<file path="src/rtl/pwm_ctrl_pkg.sv">
// pwm_ctrl_pkg: mode encoding and duty width shared by the LED PWM controller
package pwm_ctrl_pkg;
  localparam int DUTY_W = 8;
  typedef enum logic [1:0] {
    MODE_OFF     = 2'd0,
    MODE_STEP    = 2'd1,
    MODE_BRTH_UP = 2'd2,
    MODE_BRTH_DN = 2'd3
  } mode_t;
endpackage

</file>
<file path="src/rtl/pwm_led_controller_btn_press_decoder.sv">
// btn_press_decoder: sync + debounce of active-low btn into one-cycle short_evt/long_evt pulses (clk, rst_n, btn -> short_evt, long_evt)
module btn_press_decoder #(
  parameter int DEBOUNCE_CYCLES = 270_000,
  parameter int LONG_CYCLES     = 27_000_000
) (
  input  logic clk,
  input  logic rst_n,
  input  logic btn,
  output logic short_evt,
  output logic long_evt
);
  localparam int DW = $clog2(DEBOUNCE_CYCLES + 1);
  localparam int HW = $clog2(LONG_CYCLES + 1);
  localparam logic [DW-1:0] DEB_LAST  = DW'(DEBOUNCE_CYCLES - 1);
  localparam logic [HW-1:0] HOLD_MAX  = HW'(LONG_CYCLES);
  localparam logic [HW-1:0] HOLD_LAST = HW'(LONG_CYCLES - 1);
  logic [1:0] sync;
  logic level, flip, pressed;
  logic [DW-1:0] deb_cnt;
  logic [HW-1:0] hold_cnt;
  assign pressed = !level;
  assign flip    = (sync[1] != level) && (deb_cnt == DEB_LAST);
  always_ff @(posedge clk or negedge rst_n)
    if (!rst_n) begin
      sync      <= 2'b11;
      level     <= 1'b1;
      deb_cnt   <= '0;
      hold_cnt  <= '0;
      short_evt <= 1'b0;
      long_evt  <= 1'b0;
    end else begin
      sync      <= {sync[0], btn};
      deb_cnt   <= (sync[1] == level || flip) ? '0 : deb_cnt + 1'b1;
      level     <= flip ? sync[1] : level;
      hold_cnt  <= !pressed ? '0 : (hold_cnt == HOLD_MAX ? hold_cnt : hold_cnt + 1'b1);
      long_evt  <= pressed && hold_cnt == HOLD_LAST;
      short_evt <= flip && pressed && hold_cnt < HOLD_LAST;
    end
endmodule

</file>
<file path="src/rtl/pwm_led_controller.sv">
// pwm_led_controller: button-driven mode FSM + glitch-free PWM (clk, rst_n, btn -> led, duty, mode, period_start)
module pwm_led_controller
  import pwm_ctrl_pkg::*;
#(
  parameter int PERIOD          = 100,
  parameter int STEP            = 25,
  parameter int DEBOUNCE_CYCLES = 270_000,
  parameter int LONG_CYCLES     = 27_000_000,
  parameter int FADE_CYCLES     = 27_000
) (
  input  logic              clk,
  input  logic              rst_n,
  input  logic              btn,
  output logic              led,
  output logic [DUTY_W-1:0] duty,
  output logic [1:0]        mode,
  output logic              period_start
);
  localparam int CW  = $clog2(PERIOD);
  localparam int FW  = $clog2(FADE_CYCLES + 1);
  localparam int W9  = DUTY_W + 1;
  localparam logic [CW-1:0]     CNT_LAST  = CW'(PERIOD - 1);
  localparam logic [FW-1:0]     FADE_LAST = FW'(FADE_CYCLES - 1);
  localparam logic [W9-1:0]     P9        = W9'(PERIOD);
  localparam logic [W9-1:0]     S9        = W9'(STEP);
  localparam logic [DUTY_W-1:0] P8        = DUTY_W'(PERIOD);
  localparam logic [DUTY_W-1:0] S8        = DUTY_W'(STEP);
  mode_t state, state_n;
  logic [DUTY_W-1:0] target, target_n, shadow;
  logic [CW-1:0] cnt;
  logic [FW-1:0] pre;
  logic short_evt, long_evt, breathing, tick;
  logic [W9-1:0] step_sum, up_sum;
  btn_press_decoder #(
    .DEBOUNCE_CYCLES(DEBOUNCE_CYCLES),
    .LONG_CYCLES    (LONG_CYCLES)
  ) u_dec (
    .clk      (clk),
    .rst_n    (rst_n),
    .btn      (btn),
    .short_evt(short_evt),
    .long_evt (long_evt)
  );
  assign breathing = state == MODE_BRTH_UP || state == MODE_BRTH_DN;
  assign tick      = breathing && pre == FADE_LAST;
  assign step_sum  = {1'b0, target} + S9;
  assign up_sum    = {1'b0, target} + 1'b1;
  // events take priority over fade ticks, so a coinciding tick is simply dropped
  always_comb begin
    state_n  = state;
    target_n = target;
    case (state)
      MODE_OFF:
        if (long_evt) begin
          state_n  = MODE_BRTH_UP;
          target_n = '0;
        end else if (short_evt) begin
          state_n  = MODE_STEP;
          target_n = S8;
        end
      MODE_STEP:
        if (long_evt) state_n = MODE_BRTH_UP;
        else if (short_evt) begin
          if ({1'b0, target} >= P9) begin
            state_n  = MODE_OFF;
            target_n = '0;
          end else target_n = step_sum > P9 ? P8 : step_sum[DUTY_W-1:0];
        end
      MODE_BRTH_UP:
        if (long_evt) begin
          state_n  = MODE_OFF;
          target_n = '0;
        end else if (tick) begin
          target_n = up_sum >= P9 ? P8 : up_sum[DUTY_W-1:0];
          if (up_sum >= P9) state_n = MODE_BRTH_DN;
        end
      default:
        if (long_evt) begin
          state_n  = MODE_OFF;
          target_n = '0;
        end else if (tick) begin
          target_n = target == '0 ? '0 : target - 1'b1;
          if (target <= DUTY_W'(1)) state_n = MODE_BRTH_UP;
        end
    endcase
  end
  always_ff @(posedge clk or negedge rst_n)
    if (!rst_n) begin
      state  <= MODE_OFF;
      target <= '0;
    end else begin
      state  <= state_n;
      target <= target_n;
    end
  // prescaler sits at 0 outside breathing, which is what clears it on entry
  always_ff @(posedge clk or negedge rst_n)
    if (!rst_n) begin
      pre          <= '0;
      cnt          <= '0;
      shadow       <= '0;
      led          <= 1'b0;
      period_start <= 1'b0;
    end else begin
      pre          <= (breathing && !tick) ? pre + 1'b1 : '0;
      cnt          <= cnt == CNT_LAST ? '0 : cnt + 1'b1;
      shadow       <= cnt == CNT_LAST ? target : shadow;
      period_start <= cnt == CNT_LAST;
      led          <= DUTY_W'(cnt) < shadow;
    end
  assign duty = shadow;
  assign mode = state;
endmodule
</file>
<file path="config.mk">
export PLATFORM = sky130hd
export DESIGN_NAME = pwm_led_controller
export DESIGN_NICKNAME = d
export VERILOG_FILES = /design/src/rtl/pwm_ctrl_pkg.sv /design/src/rtl/pwm_led_controller_btn_press_decoder.sv /design/src/rtl/pwm_led_controller.sv
export SDC_FILE = /design/constraint.sdc
export NUM_CORES = 1
export LEC_CHECK = 0
export CAP_MARGIN = 20
export CORE_ASPECT_RATIO = 1.2
export CORE_MARGIN = 2
export CORE_UTILIZATION = 56
export CTS_CLUSTER_DIAMETER = 150
export CTS_CLUSTER_SIZE = 40
export DETAILED_ROUTE_END_ITERATION = 8
export HOLD_SLACK_MARGIN = 0.05
export MAX_ROUTING_LAYER = met4
export PLACE_DENSITY = 0.76
export SLEW_MARGIN = 30
export SYNTH_ARGS = -nofsm -noshare
export SYNTH_HDL_FRONTEND = slang
export SYNTH_SLANG_ARGS = --single-unit
</file>
<file path="constraint.sdc">
create_clock -name clk -period 2.3 [get_ports clk]
set_clock_uncertainty 0.05 [all_clocks]
set_input_delay 0.345 -clock clk [delete_from_list [all_inputs] [get_ports clk]]
set_output_delay 0.345 -clock clk [all_outputs]
set_load 0.01 [all_outputs]
</file>
==> run_results.csv <==
group,metric,value,unit
status,status,"complete, no violations",
critical_path,worst_ep_arrival_time,2410,ps
critical_path,worstSetupPathType,"reg2reg",
global_route,grt_usage,23.98,%
critical_path,crit_fanout,5,
synthesis,ys_async_sr_fraction,100.0,%
synthesis,synth_ff_type,"dfrtp_1",
placed_design,io_buffer_count,14,
timing,fin_crit_sh,94.31,%
timing,setup_viol,0,
synthesis,synth.largest_area_cell,"dfrtp_1",
route,route.antenna.remaining_nets,0,
cts,cts_sinks,91,
synthesis,syn_nets,577,
global_route,grt_max_degree,64,
timing,finalMaxSlewViolations,0,
pwr,vdd_ir_drop_max,0.0003897,V
layout,final_cell_area,5645,um2
global_route,grt_overflow,0,
route,wl_per_cell,14.93,um
pwr,combinationalPowerShare,1.9,%
route,first_iter_violations,214,
critical_path,crit_chain,"ha_2 > a211oi_2 > xnor2_1 > a31oi_2 > nor4b_4 > o21ai_4 > a31o_1 > a22oi_2",
timing,tightest_slew,603.3,ps
critical_path,cp_slowest_cell,"dfrtp_1",
critical_path,startpoint_type,"flop",
timing,rsz0062_at_grt,"no",
layout,area_delta_synth_final,11.02,%
synthesis,synth-edff-count,0,
cts,htreeDepth,3,
synthesis,synth.area.top_cells,"dfrtp_1 43%, xor2_1 7.6%, nor2_1 6.9%, ha_1 3.7%, nand2_1 3.5%",
layout,drive_gt1_share,9.744,%
die,fp.dieW,90.99,um
global_route,grt_antenna_before_repair,0,
route,drc,0,
synthesis,yosysWarningCount,0,
pwr,p_sw_share,20.77,%
timing,min_period,2169,ps
synthesis,synthCells,559,
synthesis,syn_area,5085,um2
critical_path,crit_required,2540,ps
placed_design,dp_hpwl,7482,um
job,drv_cap,0,
pwr,power_frac_clock,39.4,%
die,die_area,9861,um2
die,core_area,8939,um2
global_route,grt_pass1_wl,18690,um
timing,max_clock_freq,0.4610,GHz
timing,hold_viol_final,0,
route,vias,4008,
pwr,power.switching,570.1,uW
timing,slew_headroom,59.27,%
critical_path,slowest_delay,390,ps
layout,insertedDiodeCount,0,
placed_design,place_congestion,0.9455,
die,rows,38,
placed_design,dpl-instance-area,5404,um2
cts,clk_pin_slew,90,ps
route,dr.pass1.iters,4,
synthesis,ys_seq_elements,91,
synthesis,syn_avg_cell_area,9.096,um2
die,die_y,108.4,um
pwr,seqPwrFrac,58.6,%
pwr,p_int,2.175,mW
synthesis,ys_seq_area_share,44.86,%
timing,setup-tns-final,0,ps
die,io_pins,15,
route,wl,10520,um
pwr,pwr_density_cell,486.3,nW/um2
worst_hold_path,min_path_type,"reg2reg",
layout,nNetsFinal,599,
cts,cts.path.max_buffers,2,
global_route,grt_pass1_vias,4112,
route,post_drt_via_cell_ratio,5.685,
critical_path,cp-end-kind,"flop",
cts,cts_buffers,9,
synthesis,ys_types,64,
cts,clock_latency,360,ps
cts,cts_tree,"built",
synthesis,synth.top_cell.area_share,43.31,%
pwr,p_leak,2.421,nW
layout,final_util,63.16,%
die,initial_utilization,56.89,%
cts,cts-root-buf,"clkbuf_8",
## worst paths after layout
kind,startpoint,cells after the start,slack [ps],end
min in group asynchronous,rst_n,2,400,u_dec.hold_cnt[6]
max in group asynchronous,rst_n,3,1150,target[3]
worst min register to register,u_dec.sync[0],0,320,u_dec.sync[1]
worst min-delay path,u_dec.sync[0],0,320,u_dec.sync[1]
worst max register to register,target[0],8,130,target[0]
worst max-delay path,target[0],8,130,target[0]
## power by group through the flow
| stage | logic [mW] | clock network, mW | registers (mW) |
|---|---|---|---|
| 3_3_place_gp | 0.0527 | 0 | 1.64 |
| 2_1_floorplan | 0.0115 | 0 | 1.64 |
| 5_1_grt | 0.0639 | 1.18 | 1.61 |
| 6_report | 0.0531 | 1.08 | 1.61 |
| 3_5_place_dp | 0.0546 | 0 | 1.64 |
| 4_1_cts | 0.0559 | 1.11 | 1.61 |
## synth_stat cells, drive strengths merged, types with 3 or more instances
cell type and instances:
xnor2 19, inv 22, a21oi 16, nand3 31
nor3 8, ha 15, nand2b 8, nor2b 3
buf 12, nand4 20, o21ai 34, xor2 44
or3 4, dfstp 3, and3 14, nand2 48
clkbuf 11, nor2 93, and2 6, o22ai 3
a21o 4, nor4 4, a31oi 6, nor4b 3
dfrtp 88
## metal layers
layer  track usage, %  part of all wire [%]  vias up
met5                -                     0        -
met2            41.06                    52       84
li1                 -                     -     1968
met3            3.415                   3.3       16
met4            9.632                   1.8        0
met1            28.76                    43     1940
## layout by cell type (no fill, tap or decap), drive strengths merged, types with 3 or more instances in the layout
| master | instances |
|---|---|
| nor4b | 3 |
| dfstp | 3 |
| or3 | 4 |
| nor2 | 93 |
| nor3 | 8 |
| xnor2 | 19 |
| a21o | 4 |
| o22ai | 3 |
| ha | 15 |
| nor2b | 3 |
| clkbuf | 13 |
| a31oi | 6 |
| xor2 | 44 |
| nor4 | 4 |
| a21oi | 16 |
| dfrtp | 88 |
| nand3 | 31 |
| and3 | 14 |
| o21ai | 34 |
| nand2 | 48 |
| buf | 20 |
| nand2b | 8 |
| nand4 | 20 |
| and2 | 6 |
| inv | 22 |
| clkdlybuf4s50 | 13 |
## state kept, by name, summed over array words and instances, names as in the netlist, 2 cells and up
signal / cells
cnt: 7
duty: 8
mode: 2
pre: 15
target: 8
u_dec.deb_cnt: 19
u_dec.hold_cnt: 25
u_dec.sync: 2
## layout make-up
type,instances,area (um2)
clock buffer,13,158.9
clock inverter,2,35.03
fill,787,3293
inverter,22,82.58
multi-input combinational,423,2633
sequential,91,2283
tap,120,150.1
timing repair buffer,34,302.8
## cell families (layout without fill, tap and decap cells)
kind of cell             Yosys count  in the layout  share of synthesized area [%]
flip-flops                        91             91                          44.86
multiplexers                       4              4                         0.8366
buffers and inverters             45             71                          3.912
AND/OR/NAND/NOR                  253            253                          24.31
adder cells (fa/ha/maj)           15             15                          3.691
XOR/XNOR                          63             63                          10.85
AO/OA/AOI/OAI                     88             88                          11.54
## worst max-delay path: cells and delay by family, from the launching register on
kind	cells	cell delay (ps)
AO/OA/AOI/OAI	5	880
XOR/XNOR	1	180
adder cells (fa/ha/maj)	1	200
flip-flops	1	390
AND/OR/NAND/NOR	1	390
## repair_timing
item / in CTS / in global routing
buffers inserted: 0 / 1
resized for setup: 0 / 7
hold buffers: 1 / 0
hold endpoints to repair: 25 / 0
setup endpoints to repair: 0 / 8
## stage by stage
stage	hold slack (ps)	std cells	setup WS (ps)	power (mW)
after floorplan	-0.5911	559	80.37	1.652
after global placement	238.2	688	131.4	1.694
after detailed placement	239.6	688	37.81	1.696
after CTS	315.6	704	19.35	2.779
after global routing	319.0	705	3.962	2.857
final	317.0	705	130.8	2.745
(Power assumes the default switching activity.)
